--- config.mk ---
export PLATFORM = sky130hd
export DESIGN_NAME = palette_loader
export DESIGN_NICKNAME = d
export VERILOG_FILES = /design/src/rtl/palette_pkg.sv /design/src/rtl/rgb_byte_packer.sv /design/src/rtl/palette_loader.sv
export SDC_FILE = /design/constraint.sdc
export NUM_CORES = 1
export LEC_CHECK = 0
export ABC_AREA = 1
export BUFFER_PORTS_ARGS = -buffer_cell sky130_fd_sc_hd__buf_4
export CAP_MARGIN = 15
export CORE_MARGIN = 2
export CORE_UTILIZATION = 56
export CTS_CLUSTER_SIZE = 20
export DETAILED_ROUTE_END_ITERATION = 10
export PLACE_DENSITY = 0.79
export SLEW_MARGIN = 30
export SYNTH_ARGS = -nofsm -noshare
export SYNTH_HDL_FRONTEND = slang
export SYNTH_SLANG_ARGS = --single-unit
--- constraint.sdc ---
create_clock -name clk_i -period 2.2 [get_ports clk_i]
set_clock_uncertainty 0.15 [all_clocks]
set_input_delay 0.44 -clock clk_i [delete_from_list [all_inputs] [get_ports clk_i]]
set_output_delay 0.44 -clock clk_i [all_outputs]
set_load 0.05 [all_outputs]
--- src/rtl/palette_pkg.sv ---
// Shared definitions for the colour palette blocks (loader and lookup).
// Holds the default geometry of the palette BRAM and the loader state encoding.
package palette_pkg;

  localparam int DEF_ADDR_W      = 3;
  localparam int DEF_DATA_W      = 24;
  localparam int DEF_BYTE_W      = 8;
  localparam int DEF_NUM_ENTRIES = 2 ** DEF_ADDR_W;
  localparam int BYTES_PER_WORD  = 3;    // R, G, B

  typedef enum logic [1:0] {
    ST_IDLE   = 2'd0,
    ST_LOAD   = 2'd1,
    ST_WRITE  = 2'd2,
    ST_FINISH = 2'd3
  } state_e;

endpackage

--- src/rtl/rgb_byte_packer.sv ---
// Assembles three consecutive bytes (R, G, B) into one palette word, R in the MSBs.
// Ports:
//   clk_i        clock, rising edge
//   rst_ni       asynchronous active-low reset
//   clear_i      drop any partial word and restart at the R slot (wins over load_i)
//   load_i       accept byte_i into the current slot
//   byte_i       incoming byte
//   word_o       assembled word including the byte being loaded this cycle
//   word_ready_o high in the cycle the third byte of a word is loaded
module rgb_byte_packer
  import palette_pkg::*;
#(
  parameter int BYTE_W = DEF_BYTE_W,
  parameter int DATA_W = DEF_DATA_W
) (
  input  logic              clk_i,
  input  logic              rst_ni,
  input  logic              clear_i,
  input  logic              load_i,
  input  logic [BYTE_W-1:0] byte_i,
  output logic [DATA_W-1:0] word_o,
  output logic              word_ready_o
);

  localparam logic [1:0] LAST_SLOT = 2'(BYTES_PER_WORD - 1);

  logic [1:0]        byte_cnt_q, byte_cnt_d;
  logic [DATA_W-1:0] word_q, word_d;

  always_comb begin
    byte_cnt_d = byte_cnt_q;
    word_d     = word_q;
    if (clear_i) begin
      byte_cnt_d = '0;
      word_d     = '0;
    end else if (load_i) begin
      // Slot 0 lands in the top byte, slot 2 in the bottom byte.
      for (int s = 0; s < BYTES_PER_WORD; s++) begin
        if (byte_cnt_q == 2'(s)) begin
          word_d[DATA_W-1-s*BYTE_W -: BYTE_W] = byte_i;
        end
      end
      byte_cnt_d = (byte_cnt_q == LAST_SLOT) ? 2'd0 : byte_cnt_q + 2'd1;
    end
  end

  always_ff @(posedge clk_i or negedge rst_ni) begin
    if (!rst_ni) begin
      byte_cnt_q <= '0;
      word_q     <= '0;
    end else begin
      byte_cnt_q <= byte_cnt_d;
      word_q     <= word_d;
    end
  end

  // Forward the next-state word so the caller can capture a complete word
  // on the same edge that accepts the blue byte.
  assign word_o       = word_d;
  assign word_ready_o = load_i && !clear_i && (byte_cnt_q == LAST_SLOT);

endmodule

--- src/rtl/palette_loader.sv ---
// Loads the full colour palette into the BRAM write port from a byte stream.
// Bytes arrive over valid/ready as R,G,B per entry, entry 0 first. Each
// completed entry is written in a single WRITE cycle; after the last entry a
// one-cycle done pulse is issued. An idle gap of TIMEOUT cycles while waiting
// for a byte aborts the load with a one-cycle err pulse.
// Ports:
//   clk_i, rst_ni            clock, asynchronous active-low reset
//   start_i                  begin a load (only honoured in IDLE)
//   abort_i                  return to IDLE; a write already on the bus completes
//   in_valid_i/in_byte_i     byte source; in_ready_o is the accept handshake
//   bram_en_o/bram_we_o      registered BRAM enables, high only in WRITE
//   bram_addr_o/bram_din_o   registered BRAM address and data
//   busy_o                   high whenever not IDLE
//   done_o                   one-cycle pulse after the last entry write
//   err_o                    one-cycle pulse on idle timeout
module palette_loader
  import palette_pkg::*;
#(
  parameter int ADDR_W  = DEF_ADDR_W,
  parameter int DATA_W  = DEF_DATA_W,
  parameter int BYTE_W  = DEF_BYTE_W,
  parameter int TIMEOUT = 1023
) (
  input  logic              clk_i,
  input  logic              rst_ni,
  input  logic              start_i,
  input  logic              abort_i,
  input  logic              in_valid_i,
  input  logic [BYTE_W-1:0] in_byte_i,
  output logic              in_ready_o,
  output logic              bram_en_o,
  output logic              bram_we_o,
  output logic [ADDR_W-1:0] bram_addr_o,
  output logic [DATA_W-1:0] bram_din_o,
  output logic              busy_o,
  output logic              done_o,
  output logic              err_o
);

  localparam int              TMO_W      = $clog2(TIMEOUT + 1);
  localparam logic [TMO_W-1:0] TMO_LAST  = TMO_W'(TIMEOUT - 1);
  localparam logic [ADDR_W-1:0] LAST_ENT = ADDR_W'((2 ** ADDR_W) - 1);

  state_e            state_q, state_d;
  logic [ADDR_W-1:0] entry_q, entry_d;
  logic [TMO_W-1:0]  tmo_q, tmo_d;
  logic              bram_en_q, bram_en_d;
  logic [ADDR_W-1:0] bram_addr_q, bram_addr_d;
  logic [DATA_W-1:0] bram_din_q, bram_din_d;

  logic              accept;
  logic              tmo_expire;
  logic              pk_clear, pk_load;
  logic [DATA_W-1:0] pk_word;
  logic              pk_word_ready;

  assign accept     = (state_q == ST_LOAD) && in_valid_i;
  assign tmo_expire = (state_q == ST_LOAD) && !in_valid_i && (tmo_q == TMO_LAST);

  rgb_byte_packer #(
    .BYTE_W(BYTE_W),
    .DATA_W(DATA_W)
  ) u_packer (
    .clk_i       (clk_i),
    .rst_ni      (rst_ni),
    .clear_i     (pk_clear),
    .load_i      (pk_load),
    .byte_i      (in_byte_i),
    .word_o      (pk_word),
    .word_ready_o(pk_word_ready)
  );

  always_comb begin
    state_d     = state_q;
    entry_d     = entry_q;
    tmo_d       = tmo_q;
    bram_en_d   = 1'b0;
    bram_addr_d = bram_addr_q;
    bram_din_d  = bram_din_q;
    pk_clear    = 1'b0;
    pk_load     = 1'b0;

    if (abort_i) begin
      // A strobe already on the bus this cycle still lands; nothing new is issued.
      state_d  = ST_IDLE;
      tmo_d    = '0;
      pk_clear = 1'b1;
    end else begin
      unique case (state_q)
        ST_IDLE: begin
          if (start_i) begin
            state_d  = ST_LOAD;
            entry_d  = '0;
            tmo_d    = '0;
            pk_clear = 1'b1;
          end
        end
        ST_LOAD: begin
          if (accept) begin
            pk_load = 1'b1;
            tmo_d   = '0;
            if (pk_word_ready) begin
              // Strobe is registered so it appears the cycle after the blue byte.
              state_d     = ST_WRITE;
              bram_en_d   = 1'b1;
              bram_addr_d = entry_q;
              bram_din_d  = pk_word;
            end
          end else if (tmo_expire) begin
            state_d  = ST_IDLE;
            tmo_d    = '0;
            pk_clear = 1'b1;
          end else begin
            tmo_d = tmo_q + 1'b1;
          end
        end
        ST_WRITE: begin
          tmo_d = '0;
          if (entry_q == LAST_ENT) begin
            state_d = ST_FINISH;
          end else begin
            entry_d = entry_q + 1'b1;
            state_d = ST_LOAD;
          end
        end
        ST_FINISH: begin
          state_d = ST_IDLE;
        end
        default: begin
          state_d = ST_IDLE;
        end
      endcase
    end
  end

  always_ff @(posedge clk_i or negedge rst_ni) begin
    if (!rst_ni) begin
      state_q     <= ST_IDLE;
      entry_q     <= '0;
      tmo_q       <= '0;
      bram_en_q   <= 1'b0;
      bram_addr_q <= '0;
      bram_din_q  <= '0;
    end else begin
      state_q     <= state_d;
      entry_q     <= entry_d;
      tmo_q       <= tmo_d;
      bram_en_q   <= bram_en_d;
      bram_addr_q <= bram_addr_d;
      bram_din_q  <= bram_din_d;
    end
  end

  assign in_ready_o  = (state_q == ST_LOAD);
  assign bram_en_o   = bram_en_q;
  assign bram_we_o   = bram_en_q;
  assign bram_addr_o = bram_addr_q;
  assign bram_din_o  = bram_din_q;
  assign busy_o      = (state_q != ST_IDLE);
  assign done_o      = (state_q == ST_FINISH);
  assign err_o       = tmo_expire && !abort_i;

endmodule
==> impl_metrics.yaml, run 1 <==
finish:
  fillers: 453
  fin_nets: 461
  n_antenna_cell: 0
  design_area_um2: 3650
  drive_above_1_share: 0.188
  area_growth_syn_to_layout_pct: 18.3
drt:
  first_pass_iters: 4
  wl_mm: 7.04
  via_count: 2785
  drcViolationCount: 0
  drt_iter0_drc: 180
  ant_nets: 0
  avgRoutedWirePerCell_um: 13.5
  viasPerCell: 5.36
synth:
  synth_top_family_by_area: "simple AND/OR/NAND/NOR gates"
  synth_compound_area_frac: 0.0706
  synth.most_common_cell: "nand2_1"
  synthCells: 397
  yosys_warnings: 0
  synth-edff-count: 0
  ys_ff_latch: 61
  yosys-top-cells-area: "dfrtp_1 (50%), nand2_1 (21%), nand4_1 (4.1%)"
  synthSimpleGateAreaFrac: 0.342
  netlist.area_leader.share: 0.495
  synth.net_count: 414
  synth.yosys.seq_area_share: 0.495
  syn_avg_cell_area_um2: 7.77
  synthAdderAreaFrac: 0.0162
  synth.distinct_cells: 27
  async_reset_ff_frac: 1.00
  synth_mux_area_frac: 0
  synth_xor_xnor_area_share: 0.00284
  synth_commonest_cells: "nand2_1 (173), dfrtp_1 (61), inv_1 (25)"
  synth.largest_area_cell: "dfrtp_1"
  synth_area_um2: 3080
  yosys_most_used_dff: "dfrtp_1"
clocking:
  cts-buffers-inserted: 9
  clkTransAtPathRegs_ns: 0.07
  insertion_delay_ns: 0.34
  cts-root-buf: "clkbuf_8"
  cts_tree: "built"
  h-tree-depth: 3
  clock_path_buffers: 2
  clkSinkCount: 61
critical_path:
  required_ns: 1.61
  regToRegStartpoint: "tmo_q[0]$_DFFE_PN0P_"
  r2r_cells: 10
  worstPathMaxFanout: 4
  crit_start: "tmo_q[0]$_DFFE_PN0P_"
  crit_path_end_kind: "output pin"
  crit_type: "flip-flop to output pin"
  arrival_ns: 1.60
  crit_path_start_kind: "flip-flop"
sta:
  hold_viol_final: 0
  finalSetupViolCount: 0
  hold_ws_ns: 0.0108
  timing.final.crit_share: 0.998
  maxSlewHeadroom: 0.489
  min_period_ns: 2.19
  worst_pin_slew_ns: 0.767
  clock.fmax_mhz: 456
  drv_slew: 0
run_status:
  outcome: "complete, no violations"
floorplan:
  start_util: 0.570
  die_h_um: 78.2
  die_area_um2: 6110
  ios: 46
  fp-row-count: 27
  coreArea_um2: 5410
  fp.dieW_um: 78.2
place:
  placed_area_um2: 3440
  globalplace.congestion: 0.836
  dp_hpwl_mm: 4.51
  port_buffers: 45
global_routing:
  antenna_found_initial: 0
  grt_pass1_wl_mm: 11.6
  grt-ovfl-total: 0
  grt.total_usage: 0.242
  grt_max_degree: 62
  first_global_vias: 2552
pwr:
  p_per_area_nw_per_um2: 710
  total_power_mw: 2.59
  vdd_drop_max_mv: 0.429
  cellLeakagePower_nw: 2.04
job:
  maxCapViolations: 0
worst_hold_path:
  hold_class: "input pin to asynchronous set/reset pin"
-- worst max-delay path, stage by stage (launching register included) --
cell	delay (ns)
dfrtp_1	0.42
inv_1	0.09
ha_1	0.16
nand2_1	0.07
nor2_1	0.14
nand3_2	0.11
nor2_2	0.11
buf_6	0.17
-- path summary, 6_finish.rpt --
path                                                  to  slack (ns)
min in group clk_i             bram_din_o[7]$_DFFE_PN0P_        0.17
setup reg to reg           u_packer.word_q[23]$_DFF_PN0_        0.21
hold / removal                      tmo_q[2]$_DFFE_PN0P_        0.01
setup / recovery                                   err_o       0.005
hold reg to reg                bram_din_o[2]$_DFFE_PN0P_        0.33
max in group asynchronous  u_packer.word_q[13]$_DFF_PN0_        1.37
-- final cells by class --
class	instances	area, µm²	area share
sequential	61	1530	0.418
multi-input combinational	290	1340	0.366
timing repair buffer	55	417	0.114
clock buffer	9	124	0.0340
inverter	27	101	0.0278
tap	72	90.1	0.0247
clock inverter	6	55.1	0.0151
-- metrics by stage --
step           cells  setup slack, ns   util  setup TNS [ns]
6_report         520          0.00512  0.675               0
5_1_grt          520          -0.0583  0.675         -0.0583
4_1_cts          517           0.0155  0.669               0
3_3_place_gp     502            0.360  0.636               0
3_5_place_dp     502            0.332  0.636               0
2_1_floorplan    397            0.101      -               0
-- sequential cells by signal, indices dropped and copies added, names as in the netlist --
signal and flops:
bram_din_o 24, bram_en_o 1, bram_addr_o 3, u_packer.word_q 16
u_packer.byte_cnt_q 2, state_q 2, entry_q 3, tmo_q 10
-- cells in the final DEF, fill, tap and decap left out, types with 2 or more instances in the layout --
cell / instances
a21oi_1: 19
buf_4: 54
clkbuf_8: 9
clkinv_2: 5
dfrtp_1: 61
ha_1: 4
inv_1: 25
inv_2: 2
nand2_1: 173
nand2_2: 4
nand3_1: 18
nand4_1: 20
nor2_1: 20
nor2_2: 3
o21ai_0: 18
-- power by group --
part           internal [mW]  switching (mW)
registers               1.16          0.0362
clock network          0.506           0.439
logic                  0.125           0.326
-- layer usage --
metal	GRT usage	up-vias	share of wire
li1	-	1375	-
met1	0.332	1317	0.45
met2	0.374	74	0.47
met3	0.0368	19	0.050
met4	0.126	0	0.028
met5	0	-	0
-- timing repair --
| action | 4_1_cts | 5_1_grt |
|---|---|---|
| endpoints found under the setup margin | 0 | 1 |
| buffers inserted | 0 | 3 |
| hold buffers | 0 | 0 |
| gates resized for setup | 0 | 3 |
-- cell families (layout without fill, tap and decap cells) --
logic type | count (synthesis) | after routing
AO/OA/AOI/OAI | 41 | 41
XOR/XNOR | 1 | 1
adder cells (fa/ha/maj) | 4 | 4
buffers and inverters | 46 | 97
flip-flops | 61 | 61
AND/OR/NAND/NOR | 244 | 244
No activity file was read; power rests on OpenSTA's default activity.
==> run 2: changes to the inputs <==
- MAX_ROUTING_LAYER: not set -> met4
- clock period: 2.2 -> 2.4 ns (I/O delays scaled with it)
==> impl_metrics.yaml, run 2 (same netlist as run 1, synthesis figures left out) <==
run_status:
  outcome: "complete, no violations"
critical_path:
  r2r_cells: 5
  slowest_stage: "dfrtp_1"
  crit_path_end_kind: "output pin"
  regToRegStartpoint: "u_packer.byte_cnt_q[0]$_DFFE_PN0P_"
  worstPathMaxFanout: 6
  crit_start: "tmo_q[0]$_DFFE_PN0P_"
  critical_path.top_delay_family: "flip-flops"
  critical_path_buf_inv_count: 2
  r2r-end: "bram_addr_o[0]$_DFFE_PN0P_"
  required_ns: 1.77
  rrSetupSlack_ns: 0.45
  cp_num_cells: 7
  arrival_ns: 1.62
  critPathMostFrequentCell: "nor2_1"
  crit_chain: "inv_1 > ha_1 > nand2_1 > nor2_1 > nand3_2 > nor2_1 > buf_4"
  crit_path_start_kind: "flip-flop"
  crit_path_end: "err_o"
  max_stage_delay_ns: 0.43
  crit_type: "flip-flop to output pin"
sta:
  rsz0062_at_grt: "no"
  hold_viol_final: 0
  min_period_ns: 2.25
  hold_ws_ns: 0.0414
  timing.final.crit_share: 0.939
  drv_slew: 0
  totalNegativeSetupSlack_ns: 0
  clock.fmax_mhz: 444
  worst_pin_slew_ns: 0.769
  maxSlewHeadroom: 0.487
  finalSetupViolCount: 0
drt:
  drt_iter0_drc: 195
  via_count: 2788
  viasPerCell: 5.41
  wl_mm: 7.04
  ant_nets: 0
  first_pass_iters: 5
  avgRoutedWirePerCell_um: 13.7
  drcViolationCount: 0
place:
  dp_hpwl_mm: 4.62
  placed_area_um2: 3420
  port_buffers: 45
  globalplace.congestion: 0.808
global_routing:
  grt_max_degree: 62
  grt.total_usage: 0.260
  first_global_vias: 2613
  grt_pass1_wl_mm: 12.1
  antenna_found_initial: 0
  grt-ovfl-total: 0
worst_hold_path:
  hold_class: "input pin to asynchronous set/reset pin"
job:
  maxCapViolations: 0
clocking:
  clock_path_buffers: 2
  clkSinkCount: 61
  post_cts_buffers: 0
  insertion_delay_ns: 0.35
  h-tree-depth: 3
  clkTransAtPathRegs_ns: 0.08
  cts_resized: 0
  cts-buffers-inserted: 9
  cts_tree: "built"
  cts_hold_buf: 0
  cts-root-buf: "clkbuf_8"
pwr:
  cellLeakagePower_nw: 2.00
  p_per_area_nw_per_um2: 670
  vdd_drop_max_mv: 0.348
finish:
  fillers: 473
  design_area_um2: 3610
  n_antenna_cell: 0
  largest_reg_flops: 24
  final_cell_mix: "nand2_1 (173), dfrtp_1 (61), buf_4 (49), inv_1 (25), nor2_1 (22)"
  regArea_um2: 1530
  area_growth_syn_to_layout_pct: 17.2
  drive_above_1_share: 0.174
  final_common_cell: "nand2_1"
  multi_input_area_um2: 1330
  fin_nets: 455
floorplan:
  start_util: 0.570
  fp.dieW_um: 78.2
  fp-row-count: 27
  die_area_um2: 6110
  coreArea_um2: 5410
  ios: 46
  die_h_um: 78.2
[run 2: changes by cell type in the layout (fill, tap and decap cells not counted), moves of 2 or more]
| cell | previous run | this run |
|---|---|---|
| clkinv_2 | 5 | 1 |
| buf_4 | 54 | 49 |
| nor2_1 | 20 | 22 |
| nor2_2 | 3 | 1 |
| clkinvlp_4 | 0 | 3 |
[run 2: worst min-delay path by stage]
stage / from / endpoint / slack (ns)
final: rst_ni / tmo_q[4]$_DFFE_PN0P_ / 0.04
after global routing: rst_ni / tmo_q[4]$_DFFE_PN0P_ / 0.11
after CTS: rst_ni / tmo_q[4]$_DFFE_PN0P_ / 0.08
after detailed placement: bram_din_o[0]$_DFFE_PN0P_ / bram_din_o[0]$_DFFE_PN0P_ / 0.31
after global placement: bram_din_o[1]$_DFFE_PN0P_ / bram_din_o[1]$_DFFE_PN0P_ / 0.31
after floorplan: rst_ni / bram_addr_o[0]$_DFFE_PN0P_ / 0.03
[run 2: stage by stage]
| step | util | power [mW] | cells | setup WS (ns) |
|---|---|---|---|---|
| after floorplan | - | 1.38 | 397 | 0.261 |
| after global placement | 0.632 | 1.51 | 499 | 0.406 |
| after detailed placement | 0.632 | 1.51 | 499 | 0.391 |
| after CTS | 0.669 | 2.43 | 515 | 0.148 |
| after global routing | 0.669 | 2.53 | 515 | 0.0554 |
| final | 0.669 | 2.42 | 515 | 0.147 |
[run 2: per-layer routing]
layer	part of all wire	GRT usage	routed length [µm]
met1	0.46	0.352	3210
met2	0.47	0.397	3320
met3	0.060	0.0540	422
met4	0.011	0.0842	79
met5	0	-	0
[run 2: final cells by class]
type | instances | share of cell area
clock buffers | 9 | 0.0343
clock inverters | 7 | 0.0208
inverters | 27 | 0.0280
multi-input cells | 290 | 0.368
flip-flops and latches | 61 | 0.422
well taps | 72 | 0.0249
repair buffers | 49 | 0.102
[run 2: report_power, final]
part	total, mW	internal, mW	switching, mW
Sequential	1.10	1.06	0.0376
Clock	0.924	0.482	0.442
Combinational	0.399	0.108	0.291
Total	2.42	1.65	0.771
==> run 3: changes to the inputs <==
- HOLD_SLACK_MARGIN: not set -> 0.05
- RECOVER_POWER: not set -> 100
==> impl_metrics.yaml, run 3 (same netlist as run 1, synthesis figures left out) <==
run_status:
  outcome: "finished, violations left"
  violations: "capacitance limit, slew limit"
sta:
  finalSetupViolCount: 0
  drv_slew: 62
  hold_viol_final: 0
  hold_ws_ns: 0.210
  timing.final.crit_share: 0.952
  maxSlewHeadroom: -0.00962
  min_period_ns: 2.28
  clock.fmax_mhz: 438
  totalNegativeSetupSlack_ns: 0
  worst_pin_slew_ns: 1.51
  rsz0062_at_grt: "no"
  timing.final.ws_setup_ns: 0.115
clocking:
  cts_resized: 0
  h-tree-depth: 3
  cts-buffers-inserted: 9
  clkTransAtPathRegs_ns: 0.08
  cts_hold_buf: 0
  insertion_delay_ns: 0.35
  clkSinkCount: 61
  cts-root-buf: "clkbuf_8"
  clock_path_buffers: 2
  cts_tree: "built"
  post_cts_buffers: 0
drt:
  avgRoutedWirePerCell_um: 13.6
  drt_iter0_drc: 242
  ant_nets: 0
  drcViolationCount: 0
  via_count: 2781
  viasPerCell: 5.40
  wl_mm: 7.02
  first_pass_iters: 5
finish:
  drive_above_1_share: 0.0903
  n_antenna_cell: 0
  largest_reg_flops: 24
  instances_no_fill: 515
  area_growth_syn_to_layout_pct: 12.8
  final_cell_mix: "nand2_1 (176), dfrtp_1 (61), clkbuf_1 (32), inv_1 (26), nor2_1 (23)"
  fin_nets: 455
  final_common_cell: "nand2_1"
  fillers: 510
place:
  dp_cells: 499
  globalplace.congestion: 0.808
  pre_cts_ws_ns: 0.391
  port_buffers: 45
  dp_hpwl_mm: 4.62
global_routing:
  grt.total_usage: 0.260
  first_global_vias: 2613
  antenna_found_initial: 0
  grt-ovfl-total: 0
  grt_max_degree: 62
  grt_pass1_wl_mm: 12.1
floorplan:
  fp-row-count: 27
  start_util: 0.570
  die_h_um: 78.2
  fp.dieW_um: 78.2
  die_area_um2: 6110
  coreArea_um2: 5410
  ios: 46
pwr:
  vdd_drop_max_mv: 0.362
  cellLeakagePower_nw: 1.86
  total_power_mw: 2.39
  p_per_area_nw_per_um2: 688
critical_path:
  required_ns: 1.77
  worstPathMaxFanout: 6
  crit_path_start_kind: "flip-flop"
  arrival_ns: 1.65
  crit_type: "flip-flop to output pin"
  crit_path_end_kind: "output pin"
worst_hold_path:
  hold_class: "input pin to flip-flop"
job:
  maxCapViolations: 1
## run 3: changes by cell type in the layout (fill, tap and decap cells not counted), sizes merged
cell | previous run | this run
buf | 49 | 13
clkbuf | 9 | 45
## run 3: power by group
group          leakage [nW]  internal, mW  switching (mW)
Clock                0.0918         0.482           0.441
Combinational         0.925        0.0836           0.287
Sequential            0.848          1.06          0.0373
Total                  1.86          1.62           0.766
## run 3: area by class of cell
cell class | instances | area [µm²] | area share
clock buffers | 9 | 124 | 0.0356
clock inverters | 7 | 75.1 | 0.0216
inverters | 27 | 101 | 0.0291
multi-input cells | 290 | 1320 | 0.380
flip-flops and latches | 61 | 1530 | 0.439
well taps | 72 | 90.1 | 0.0259
repair buffers | 49 | 240 | 0.0691
## run 3: routing by layer
| metal | vias up | share of wire | GRT usage | wire, µm |
|---|---|---|---|---|
| met5 | - | 0 | - | 0 |
| met4 | 0 | 0.014 | 0.0842 | 95 |
| met3 | 13 | 0.061 | 0.0540 | 429 |
| met2 | 91 | 0.47 | 0.397 | 3270 |
| met1 | 1320 | 0.46 | 0.352 | 3230 |
| li1 | 1357 | - | - | - |
## run 3: worst paths after layout
check | startpoint | endpoint | slack [ns] | cells after the start
max in group asynchronous | rst_ni | u_packer.word_q[17]$_DFF_PN0_ | 0.84 | 1
max | tmo_q[0]$_DFFE_PN0P_ | err_o | 0.12 | 7
max reg2reg | tmo_q[0]$_DFFE_PN0P_ | bram_din_o[11]$_DFFE_PN0P_ | 0.26 | 10
min in group asynchronous | rst_ni | tmo_q[4]$_DFFE_PN0P_ | 0.34 | 1
min | in_byte_i[7] | bram_din_o[7]$_DFFE_PN0P_ | 0.21 | 3
min reg2reg | bram_din_o[0]$_DFFE_PN0P_ | bram_din_o[0]$_DFFE_PN0P_ | 0.32 | 2
## run 3: through the flow
step | util | instance area, µm²
6_report | 0.643 | 3480
5_1_grt | 0.643 | 3480
4_1_cts | 0.669 | 3610
3_5_place_dp | 0.632 | 3420
3_3_place_gp | 0.632 | 3420
2_1_floorplan | - | 3080
## run 3: critical path, stage by stage (launching register included)
cell and delay [ns]:
dfrtp_1 0.43, inv_1 0.08, ha_1 0.13, nand2_1 0.06, nor2_1 0.14, nand3_2 0.12
nor2_1 0.11, clkbuf_4 0.24
